[src/rtl/filtro_media_bcd.sv]
// Moving-average filter over ADC samples with a serial double-dabble
// binary-to-BCD converter that runs on each new average.
module filtro_media_bcd #(
    parameter int unsigned AVG_LOG2 = 3
) (
    input  logic        clk,
    input  logic        reset,
    input  logic [11:0] din,
    input  logic        din_valid,
    output logic [11:0] media,
    output logic [15:0] bcd,
    output logic        bcd_valid,
    output logic        busy
);

    localparam int unsigned Depth = 1 << AVG_LOG2;
    localparam int unsigned SumW  = 12 + AVG_LOG2;

    typedef enum logic [1:0] {StIdle, StLoad, StShift, StDone} state_e;

    logic [11:0]         buf_q [Depth];
    logic [AVG_LOG2-1:0] ptr_q;
    logic [SumW-1:0]     sum_q, sum_d;

    state_e      state_q, state_d;
    logic [27:0] work_q, work_d;
    logic [3:0]  cnt_q, cnt_d;
    logic        pend_q, pend_d;
    logic [15:0] bcd_q, bcd_d;
    logic        bcd_valid_q, bcd_valid_d;
    logic [27:0] adj;

    // Running sum: add the new sample, drop the one it overwrites (modular arithmetic is exact).
    always_comb begin
        sum_d = sum_q + SumW'(din) - SumW'(buf_q[ptr_q]);
    end

    // Circular sample buffer, write pointer and running sum; never stalls.
    always_ff @(posedge clk or negedge reset) begin
        if (!reset) begin
            for (int i = 0; i < Depth; i++) begin
                buf_q[i] <= '0;
            end
            ptr_q <= '0;
            sum_q <= '0;
        end else if (din_valid) begin
            buf_q[ptr_q] <= din;
            ptr_q        <= ptr_q + AVG_LOG2'(1);
            sum_q        <= sum_d;
        end
    end

    assign media = sum_q[SumW-1:AVG_LOG2];

    // Conversion FSM next-state: load, 12 dabble iterations, publish, then retrigger if asked.
    always_comb begin
        state_d     = state_q;
        work_d      = work_q;
        cnt_d       = cnt_q;
        pend_d      = pend_q;
        bcd_d       = bcd_q;
        bcd_valid_d = 1'b0;
        adj         = work_q;
        unique case (state_q)
            StIdle: begin
                if (din_valid) state_d = StLoad;
            end
            StLoad: begin
                work_d  = {16'h0000, media};
                cnt_d   = 4'd0;
                state_d = StShift;
                if (din_valid) pend_d = 1'b1;
            end
            StShift: begin
                for (int i = 0; i < 4; i++) begin
                    if (adj[12+4*i +: 4] >= 4'd5) adj[12+4*i +: 4] = adj[12+4*i +: 4] + 4'd3;
                end
                work_d = {adj[26:0], 1'b0};
                cnt_d  = cnt_q + 4'd1;
                if (cnt_q == 4'd11) state_d = StDone;
                if (din_valid) pend_d = 1'b1;
            end
            StDone: begin
                bcd_d       = work_q[27:12];
                bcd_valid_d = 1'b1;
                // A strobe arriving in this very cycle is folded into the retrigger.
                if (pend_q || din_valid) begin
                    state_d = StLoad;
                    pend_d  = 1'b0;
                end else begin
                    state_d = StIdle;
                end
            end
            default: state_d = StIdle;
        endcase
    end

    // Conversion FSM and output registers.
    always_ff @(posedge clk or negedge reset) begin
        if (!reset) begin
            state_q     <= StIdle;
            work_q      <= '0;
            cnt_q       <= '0;
            pend_q      <= 1'b0;
            bcd_q       <= '0;
            bcd_valid_q <= 1'b0;
        end else begin
            state_q     <= state_d;
            work_q      <= work_d;
            cnt_q       <= cnt_d;
            pend_q      <= pend_d;
            bcd_q       <= bcd_d;
            bcd_valid_q <= bcd_valid_d;
        end
    end

    assign bcd       = bcd_q;
    assign bcd_valid = bcd_valid_q;
    assign busy      = (state_q != StIdle);

endmodule

[config.mk]
export PLATFORM = sky130hd
export DESIGN_NAME = filtro_media_bcd
export DESIGN_NICKNAME = d
export VERILOG_FILES = /design/src/rtl/filtro_media_bcd.sv
export SDC_FILE = /design/constraint.sdc
export NUM_CORES = 1
export LEC_CHECK = 0
export ABC_CLOCK_PERIOD_IN_PS = 4400
export BUFFER_PORTS_ARGS = -buffer_cell sky130_fd_sc_hd__buf_2
export CORE_MARGIN = 2
export CORE_UTILIZATION = 30
export DETAILED_ROUTE_END_ITERATION = 12
export REMOVE_ABC_BUFFERS = 1
export SYNTH_ARGS = -nofsm -noshare
export SYNTH_HDL_FRONTEND = slang
export SYNTH_SLANG_ARGS = --single-unit
[constraint.sdc]
create_clock -name clk -period 4.4 [get_ports clk]
set_input_delay 0.22 -clock clk [delete_from_list [all_inputs] [get_ports clk]]
set_output_delay 0.22 -clock clk [all_outputs]
set_load 0.02 [all_outputs]
* Yosys cells after proc, flatten, opt, wreduce, memory -nomap -nowiden
Index checks and enable logic that the tools add are counted.
** Storage, ports and cells
- Register bits :: 166
- Output and inout port bits :: 30
** Operators by class
- $lt $le $gt $ge :: 6
- Muxes and demuxes :: 20
- Add/sub/neg operators :: 8
- Reduce and logical (&&, ||, !) cells :: 9
- Bitwise operators :: 1
- Equality and inequality tests :: 8
** Operators with widths (count)
- $bwmux 96 :: 1
- $pmux 28 s2 :: 1
- $bmux 12 s3 :: 1
- $demux 12 s3 :: 1
- $mux 12 :: 3
- $ge 4x3->1 const B :: 4
- $add 15x12->15 :: 1
- $sub 15x12->15 :: 1
- $add 4x2->4 const B :: 3
- $mux 4 :: 3
- $pmux 2 s4 :: 1
- $pmux 4 s2 :: 1
- $ne 2x2->1 const B :: 3
- $reduce_bool 2->1 :: 3
- $add 4x1->4 const B :: 1
- $eq 2x2->1 const B :: 2
- $eq 4x4->1 const B :: 1
- $ge 4x4->1 const B :: 1
- $lt 4x1->1 const B :: 1
- $mux 1 :: 4
- $mux 2 :: 2
- $not 3->4 :: 1
- $add 3x1->3 const B :: 1
- $add 3x2->3 const B :: 1
- 10 further kinds :: 10

* Depth between registers and ports, before layout
Gate-level depths: netlist (run 1).
- Word-level depth :: 6
- Gate-level depth with buffers :: 13
- Gate-level depth less buffers :: 11

* Least setup slack after synthesis (run 1)
OpenSTA, ideal clock, no wires.
- Kind :: reg-to-reg
- Start :: reg ptr_q[0]
- End :: reg sum_q[14]
- Path slack :: 0.799 ns
- Arrival :: 3.472 ns
- Cell stages (with the launch flop) :: 12
- Path through :: dfrtp_1 -> buf_2 -> mux4_2 -> mux2_2 -> fa_1 -> inv_1 -> fa_1 -> a21o_1 -> a221oi_2 -> nor3_1 -> a21boi_0 -> a2111o_1
** On the way
- Longest elaborated chain between the ends :: 5
** Ends and longest elaborated chain
- from (decl) :: RTL line 22 : logic [AVG_LOG2-1:0] ptr_q;
- from (signal assigned) :: RTL line 48 : ptr_q <= ptr_q + AVG_LOG2'(1);
- $not 3->4 (not written as such) :: RTL line 35 : sum_d = sum_q + SumW'(din) - SumW'(buf_q[ptr_q]);
- $bmux 12 s3 :: RTL line 35
- $mux 12 (not written as such) (2 in a row) :: RTL line 35
- $sub 15x12->15 :: RTL line 35
- to (signal assigned) :: RTL line 49 : sum_q <= sum_d;
- to (decl) :: RTL line 23 : logic [SumW-1:0] sum_q, sum_d;
No other way between the ends. The select of a mux whose other input is x is not followed.
A chain may end at the register's enable or synchronous reset.

* Worst setup path in the final report (run 1)
- Start :: reg ptr_q[0]
- End :: reg sum_q[13]
Same word-level chain as after synthesis.

==> impl_metrics.json, run 1 <==
{
  "grtUsageTotal_pct": 12.8,
  "wl_met1_um": 8520,
  "wl_met3_um": 949,
  "yosysUniqueCellTypes": 46,
  "synth-warning-count": 0,
  "fillers": 2733,
  "synth_common_cells": "dfrtp_1 (166), mux2_2 (81), inv_1 (75)",
  "rows": 61,
  "insertion_delay_ns": 0.43,
  "grt_max_degree": 103,
  "async_flop_share_pct": 100,
  "synthCells": 744,
  "ctsRootBufferMaster": "clkbuf_16",
  "fin_worst_skew_ns": 0.0112,
  "start_util_pct": 30.5,
  "antennaDiodeCount": 0,
  "postRouteAntennaNets": 0,
  "tightest_slew_ns": 1.02,
  "gp_congestion": 0.861,
  "drc_errors": 0,
  "ys_seq_area_share_pct": 48.9,
  "final_max_slew_viol_count": 0,
  "critPathMaxFanout": 15,
  "h-tree-depth": 4,
  "avgViaCountPerCell": 4.76,
  "synth_simple_gate_area_share_pct": 6.81,
  "fp.dieArea_um2": 29700,
  "post_cts_resized": 0,
  "yosys.area.top_type": "dfrtp_1",
  "cts_tree": "built",
  "synth_xor_area_share_pct": 1.65,
  "cts.sink_count": 166,
  "dr_wl_met2_um": 7930,
  "cts_buffers": 17,
  "drt_wl_total_um": 17600,
  "syn_area_um2": 8490,
  "cp.required_ns": 4.73,
  "cts_buffer_depth": 2,
  "clk_pin_slew_ns": 0.07,
  "grt.overflow.total": 0,
  "hp-class": "primary input to flop",
  "period_share_pct": 92.4,
  "numPortBuffers": 44,
  "antenna_found_initial": 1,
  "synth_compound_area_share_pct": 10.5,
  "crit_type": "flop to flop",
  "nets": 829,
  "status": "finished, final reports clean",
  "min_period_ns": 4.07,
  "yosysMostFrequentCell": "dfrtp_1",
  "cpPeakStageDelay_ns": 0.71,
  "maxSlewHeadroom_pct": 31.7,
  "drtIter0Drc": 287,
  "dieHeight_um": 172,
  "cts_setup_buffers": 0,
  "final.setup.tns_ns": 0,
  "worstSetupStartpointType": "flop",
  "area_delta_synth_final_pct": 14.1,
  "route.top_layer_used": "met5",
  "synth_edf_count": 0,
  "synth_top_area_share_pct": 48.9,
  "coreArea_um2": 27900,
  "rsz0062_at_grt": "false",
  "syn_area_per_cell_um2": 11.4,
  "synth_area_leaders": "dfrtp_1 (49%), mux2_2 (11%), mux4_2 (6.4%)",
  "io_pins": 45,
  "cap_violations": 0,
  "setup_viol": 0,
  "crit_path_end_kind": "flop",
  "grt_pass1_wl_um": 29600,
  "synth_top_family_by_area": "multiplexers",
  "fmax_ghz": 0.246,
  "slowest_stage": "dfrtp_2",
  "place_hpwl_um": 12200,
  "vias": 5545,
  "arrival_ns": 4.40,
  "yosys-mux-area-fraction_pct": 18.9,
  "synth_ff_type": "dfrtp_1",
  "yosys.area_share.adder_pct": 7.10,
  "crit_chain": "buf_4 -> mux4_2 -> mux2_2 -> fa_1 -> inv_1 -> ha_1 -> a21oi_2 -> o21ai_0 -> a221o_1 -> o21a_1 -> o31ai_2",
  "wl_per_cell_um": 15.1,
  "die_w_um": 172,
  "drive_gt1_share_pct": 26.0,
  "grt_pass1_vias": 5522,
  "hold_viol_final": 0,
  "dr.pass1.iters": 4,
  "ys_seq_elements": 166
}
==> flip-flops by register name, summed over array words and instances (netlist names) <==
signal     flops
bcd           16
bcd_valid      1
buf_q         96
cnt_q          4
pend_q         1
ptr_q          3
state_q        2
sum_q         15
work_q        28
==> final cells by class <==
cell class | instances | area [µm²] | area share, %
Timing Repair Buffer | 58 | 347 | 3.58
Inverter | 75 | 282 | 2.91
Tap cell | 378 | 473 | 4.88
Clock buffer | 20 | 457 | 4.71
Multi-Input combinational cell | 455 | 3830 | 39.6
Sequential cell | 166 | 4160 | 42.9
Clock inverter | 12 | 140 | 1.45
==> through the flow <==
stage	area, µm²	setup slack [ns]	cells	hold slack (ns)	util (%)
3_3_place_gp	9080	0.414	1131	0.402	32.6
2_1_floorplan	8250	0.172	696	-0.0756	-
5_1_grt	9690	0.0670	1164	0.0690	34.8
3_5_place_dp	9080	0.306	1131	0.405	32.6
6_report	9690	0.335	1164	0.0771	34.8
4_1_cts	9690	0.293	1164	0.0640	34.8
==> cells in the final DEF (no fill, tap or decap), drive strengths merged, types with 24 or more instances in the layout <==
| cell type | Yosys | layout |
|---|---|---|
| mux2 | 81 | 81 |
| ha | 29 | 29 |
| mux4 | 24 | 24 |
| a21oi | 34 | 34 |
| dfrtp | 166 | 166 |
| buf | 28 | 57 |
| inv | 75 | 80 |
| nand2 | 69 | 69 |
| o21ai | 64 | 64 |
==> repair_timing <==
item | CTS | global route
hold buffers | 1 | 0
setup endpoints to repair | 0 | 0
endpoints found under the hold margin | 100 | 0
==> critical path, delay by kind of cell, from the launching register on <==
kind / cells / cell delay, ns
flops: 1 / 0.71
buf+inv: 2 / 0.40
mux: 2 / 0.81
fa+ha+maj: 2 / 0.85
compound gates: 5 / 1.19
==> path summary, 6_finish.rpt <==
path                           start  slack, ns         to  depth (start not counted)
hold / removal                din[3]       0.08  buf_q[87]                          2
max in group asynchronous      reset       2.81  buf_q[58]                          3
setup reg to reg            ptr_q[0]       0.33  sum_q[13]                         11
min in group asynchronous      reset       0.47    bcd[13]                          2
setup / recovery            ptr_q[0]       0.33  sum_q[13]                         11
hold reg to reg            buf_q[21]       0.48  buf_q[21]                          2
==> kinds of logic (layout without fill, tap and decap cells) <==
| logic type | after synthesis | count (layout) |
|---|---|---|
| DFF | 166 | 166 |
| and+or+nand+nor | 128 | 128 |
| AOI/OAI and AO/OA | 150 | 150 |
| buffers and inverters | 123 | 165 |
| muxes | 120 | 120 |
| xor gates and xnor gates | 16 | 16 |
| adders and majority gates | 41 | 41 |
==> metal layers <==
layer / vias up / GRT usage [%]
met3: 15 / 3.34
met1: 2793 / 17.7
met4: 2 / 3.84
met2: 97 / 19.7
li1: 2638 / -
met5: - / 0
Power of run 1 is left out: the tool's default activity adds up to more than one toggle a clock period on the data nets, which glitch-free logic cannot reach.
==> inputs of run 2 (changes only) <==
ABC_CLOCK_PERIOD_IN_PS = 4800   (was 4400)
clock period = 4.8 ns   (was 4.4 ns; I/O delays follow)
==> impl_metrics.json, run 2 (synthesized netlist as in run 1, its figures left out) <==
{
  "cts_buffer_depth": 2,
  "critPathMaxFanout": 30,
  "post_cts_resized": 0,
  "hold_ws_ns": 0.106,
  "drive_gt1_share_pct": 26.1,
  "fillers": 2746,
  "fp.dieArea_um2": 29700,
  "fmax_ghz": 0.240,
  "numPortBuffers": 44,
  "cts_tree": "built",
  "top_register": "buf_q",
  "die_w_um": 172,
  "whs_endpoint": "buf_q[47]",
  "place_hpwl_um": 12200,
  "rsz0062_at_grt": "false",
  "coreArea_um2": 27900,
  "wl_met3_um": 654,
  "grtUsageTotal_pct": 12.7,
  "start_util_pct": 30.5,
  "status": "finished, final reports clean",
  "maxSlewHeadroom_pct": 32.1,
  "wl_met1_um": 8740,
  "drtIter0Drc": 334,
  "setup_viol": 0,
  "r2r_end": "sum_q[14]",
  "period_share_pct": 86.9,
  "insertion_delay_ns": 0.42,
  "cts.sink_count": 166,
  "mostFrequentLayoutCells": "dfrtp_1 (165), mux2_2 (81), inv_1 (75)",
  "worstSetupStartpointType": "flop",
  "r2r-start": "ptr_q[0]",
  "reg2reg_slack_ns": 0.63,
  "wl_per_cell_um": 15.0,
  "area_delta_synth_final_pct": 13.7,
  "fin_worst_skew_ns": 0.0109,
  "gp_congestion": 0.795,
  "grt_max_degree": 102,
  "hp-class": "primary input to flop",
  "layout_commonest_cell": "dfrtp_1",
  "largest_reg_flops": 96,
  "drt_wl_total_um": 17500,
  "crit_type": "flop to flop",
  "cp.required_ns": 5.10,
  "avgViaCountPerCell": 4.68,
  "cts_setup_buffers": 0,
  "final.setup.tns_ns": 0,
  "nets": 831,
  "placed_cell_area_um2": 9080,
  "holdCritStartpoint": "din[11]",
  "h-tree-depth": 4,
  "postRouteAntennaNets": 0,
  "arrival_ns": 4.47,
  "route.top_layer_used": "met5",
  "vias": 5458,
  "antenna_found_initial": 2,
  "dr.pass1.iters": 4,
  "startpoint": "ptr_q[0]",
  "grt_pass1_vias": 5533,
  "grt_pass1_wl_um": 29300,
  "crit_path_end_kind": "flop",
  "hold_viol_final": 0,
  "reg2reg_depth": 10,
  "cap_violations": 0,
  "final_max_slew_viol_count": 0,
  "min_period_ns": 4.17,
  "whs_path_depth": 2,
  "drc_errors": 0,
  "dieHeight_um": 172,
  "tightest_slew_ns": 1.01,
  "grt.overflow.total": 0,
  "cts_buffers": 17,
  "ctsRootBufferMaster": "clkbuf_16",
  "clk_pin_slew_ns": 0.07,
  "io_pins": 45,
  "rows": 61,
  "dr_wl_met2_um": 7880,
  "fin_area_um2": 9650
}
-- run 2: worst max-delay path by stage --
| stage | end | slack [ns] | cells past startpoint |
|---|---|---|---|
| detailed placement | sum_q[14] | 0.66 | 10 |
| CTS | sum_q[14] | 0.62 | 10 |
| floorplan | sum_q[14] | 0.57 | 10 |
| global placement | sum_q[14] | 0.66 | 10 |
| finish | sum_q[14] | 0.63 | 10 |
| global route | sum_q[14] | 0.37 | 11 |
-- run 2: layer usage --
layer,up-vias,global-route usage (%)
li1,2653,-
met1,2707,17.5
met2,77,19.8
met3,19,3.07
met4,2,3.91
met5,-,0
-- run 2: repair_timing --
action	CTS	global route
endpoints found under the setup margin	0	0
hold buffers	1	0
endpoints found under the hold margin	99	0
-- run 2: worst max-delay path: stages (launching register included) --
cell,delay [ns]
dfrtp_2,0.94
mux4_2,0.59
mux2_2,0.30
fa_1,0.48
inv_1,0.07
fa_1,0.46
a21o_1,0.20
a221oi_2,0.41
nor3_1,0.14
a21boi_0,0.15
a2111o_1,0.29
-- run 2: per-stage QoR --
step                setup WS [ns]  std cells  utilization (%)
finish                      0.629       1165             34.7
global route                0.372       1164             34.6
CTS                         0.623       1164             34.6
detailed placement          0.664       1133             32.6
global placement            0.663       1133             32.6
floorplan                   0.572        696                -
-- run 2: area by class of cell --
type | instances | area (µm²) | area share [%]
Multi-Input combinational cell | 455 | 3830 | 39.7
Clock inverter | 12 | 119 | 1.23
Clock buffer | 18 | 439 | 4.55
Antenna cell | 1 | 2.50 | 0.0259
Inverter | 75 | 282 | 2.92
Timing Repair Buffer | 60 | 349 | 3.62
Tap cell | 378 | 473 | 4.90
Sequential cell | 166 | 4160 | 43.0
Power of run 2 is left out for the same reason.
==> inputs of run 3 (changes only) <==
--- a/config.mk
+++ b/config.mk
@@ -9,2 +9,3 @@
 export BUFFER_PORTS_ARGS = -buffer_cell sky130_fd_sc_hd__buf_2
+export CORE_ASPECT_RATIO = 0.7
 export CORE_MARGIN = 2
==> constraint.sdc (replaced) <==
create_clock -name clk -period 4.8 [get_ports clk]
set_input_delay 0 -clock clk [delete_from_list [all_inputs] [get_ports clk]]
set_output_delay 0 -clock clk [all_outputs]
set_load 0.02 [all_outputs]
==> impl_metrics.json, run 3 (synthesized netlist as in run 1, its figures left out) <==
{
  "cts_buffers": 17,
  "crit_type": "flop to flop",
  "endpoint": "sum_q[13]",
  "arrival_ns": 4.51,
  "cts.sink_count": 166,
  "min_period_ns": 4.17,
  "place_hpwl_um": 13100,
  "drt_wl_total_um": 19100,
  "regArea_um2": 4160,
  "reg2reg_slack_ns": 0.63,
  "clk_pin_slew_ns": 0.07,
  "rows": 51,
  "coreArea_um2": 27800,
  "placed_cells": 1126,
  "reg2reg_depth": 11,
  "critPathMaxFanout": 20,
  "io_pins": 45,
  "multi_input_area_um2": 3840,
  "drtIter0Drc": 385,
  "cp.required_ns": 5.15,
  "top_register": "buf_q",
  "setup_viol": 0,
  "grt.overflow.total": 0,
  "postRouteAntennaNets": 0,
  "die_w_um": 205,
  "mostFrequentLayoutCells": "dfrtp_1 (165), mux2_2 (81), inv_1 (75)",
  "wl_per_cell_um": 16.3,
  "grtUsageTotal_pct": 13.7,
  "cts_buffer_depth": 2,
  "final_max_slew_viol_count": 0,
  "insertion_delay_ns": 0.44,
  "drc_errors": 0,
  "final.setup.tns_ns": 0,
  "postCtsHoldBufs": 13,
  "dieHeight_um": 145,
  "fillers": 2799,
  "vias": 5642,
  "startpoint": "ptr_q[0]",
  "area_delta_synth_final_pct": 15.6,
  "grt_pass1_wl_um": 31300,
  "nets": 843,
  "dr.pass1.iters": 5,
  "maxSlewHeadroom_pct": 35.5,
  "start_util_pct": 30.5,
  "hold_viol_final": 0,
  "r2r-start": "ptr_q[0]",
  "drive_gt1_share_pct": 25.8,
  "crit_path_end_kind": "flop",
  "largest_reg_flops": 96,
  "h-tree-depth": 4,
  "gp_congestion": 0.820,
  "r2r_end": "sum_q[13]",
  "numPortBuffers": 44,
  "tightest_slew_ns": 0.965,
  "rsz0062_at_grt": "false",
  "stdcell_count": 1171,
  "fin_worst_skew_ns": 0.00960,
  "hp-class": "primary input to asynchronous set/reset pin",
  "grt_max_degree": 66,
  "grt_pass1_vias": 5742,
  "ctsRootBufferMaster": "clkbuf_16",
  "worstSetupStartpointType": "flop",
  "avgViaCountPerCell": 4.82,
  "fmax_ghz": 0.240,
  "antennaDiodeCount": 0,
  "cts_setup_buffers": 0,
  "status": "finished, final reports clean",
  "fp.dieArea_um2": 29700,
  "layout_commonest_cell": "dfrtp_1",
  "cts_tree": "built",
  "antenna_found_initial": 0,
  "cap_violations": 0,
  "period_share_pct": 86.8,
  "post_cts_resized": 0
}
run 3: per-stage QoR:
stage               setup WS [ns]  utilization [%]  instance area (µm²)  hold WS (ns)
global placement            0.747             32.6                 9080       -0.0188
CTS                         0.630             35.3                 9810        0.0727
finish                      0.634             35.3                 9810        0.0736
floorplan                   0.572                -                 8250        -0.296
detailed placement          0.657             32.6                 9080       -0.0251
global route                0.377             35.3                 9810         0.101
run 3: critical path, cell delays in order, from the launching register on:
cell and delay (ns):
dfrtp_2 0.83, buf_4 0.30, mux4_2 0.50, mux2_2 0.28, fa_1 0.48, inv_1 0.04, ha_1 0.37, a21oi_2 0.26
o21ai_0 0.21, a221o_1 0.36, o21a_1 0.20, o31ai_2 0.22
run 3: cell type report:
type,count,area share [%]
sequential,166,42.3
multi-input combinational,455,39.1
timing repair buffer,72,4.78
tap,371,4.73
clock buffer,18,4.37
inverter,75,2.87
clock inverter,14,1.77
run 3: per-layer routing:
metal | wire length (µm) | part of all wire [%] | GRT usage (%) | up-vias
li1 | - | - | - | 2684
met3 | 853 | 4.5 | 3.52 | 27
met5 | 0 | 0 | 0 | -
met1 | 9950 | 52 | 20.0 | 2821
met2 | 7980 | 42 | 19.8 | 110
met4 | 269 | 1.4 | 4.70 | 0
run 3: worst min-delay path by stage:
| stage | from | endpoint | slack [ns] | cells after the start |
|---|---|---|---|---|
| floorplan | reset | bcd[0] | -0.30 | 0 |
| global route | reset | sum_q[13] | 0.10 | 2 |
| global placement | reset | work_q[7] | -0.02 | 1 |
| finish | reset | buf_q[69] | 0.07 | 2 |
| detailed placement | reset | work_q[7] | -0.03 | 1 |
| CTS | reset | buf_q[69] | 0.07 | 2 |
Power of run 3 is left out for the same reason.
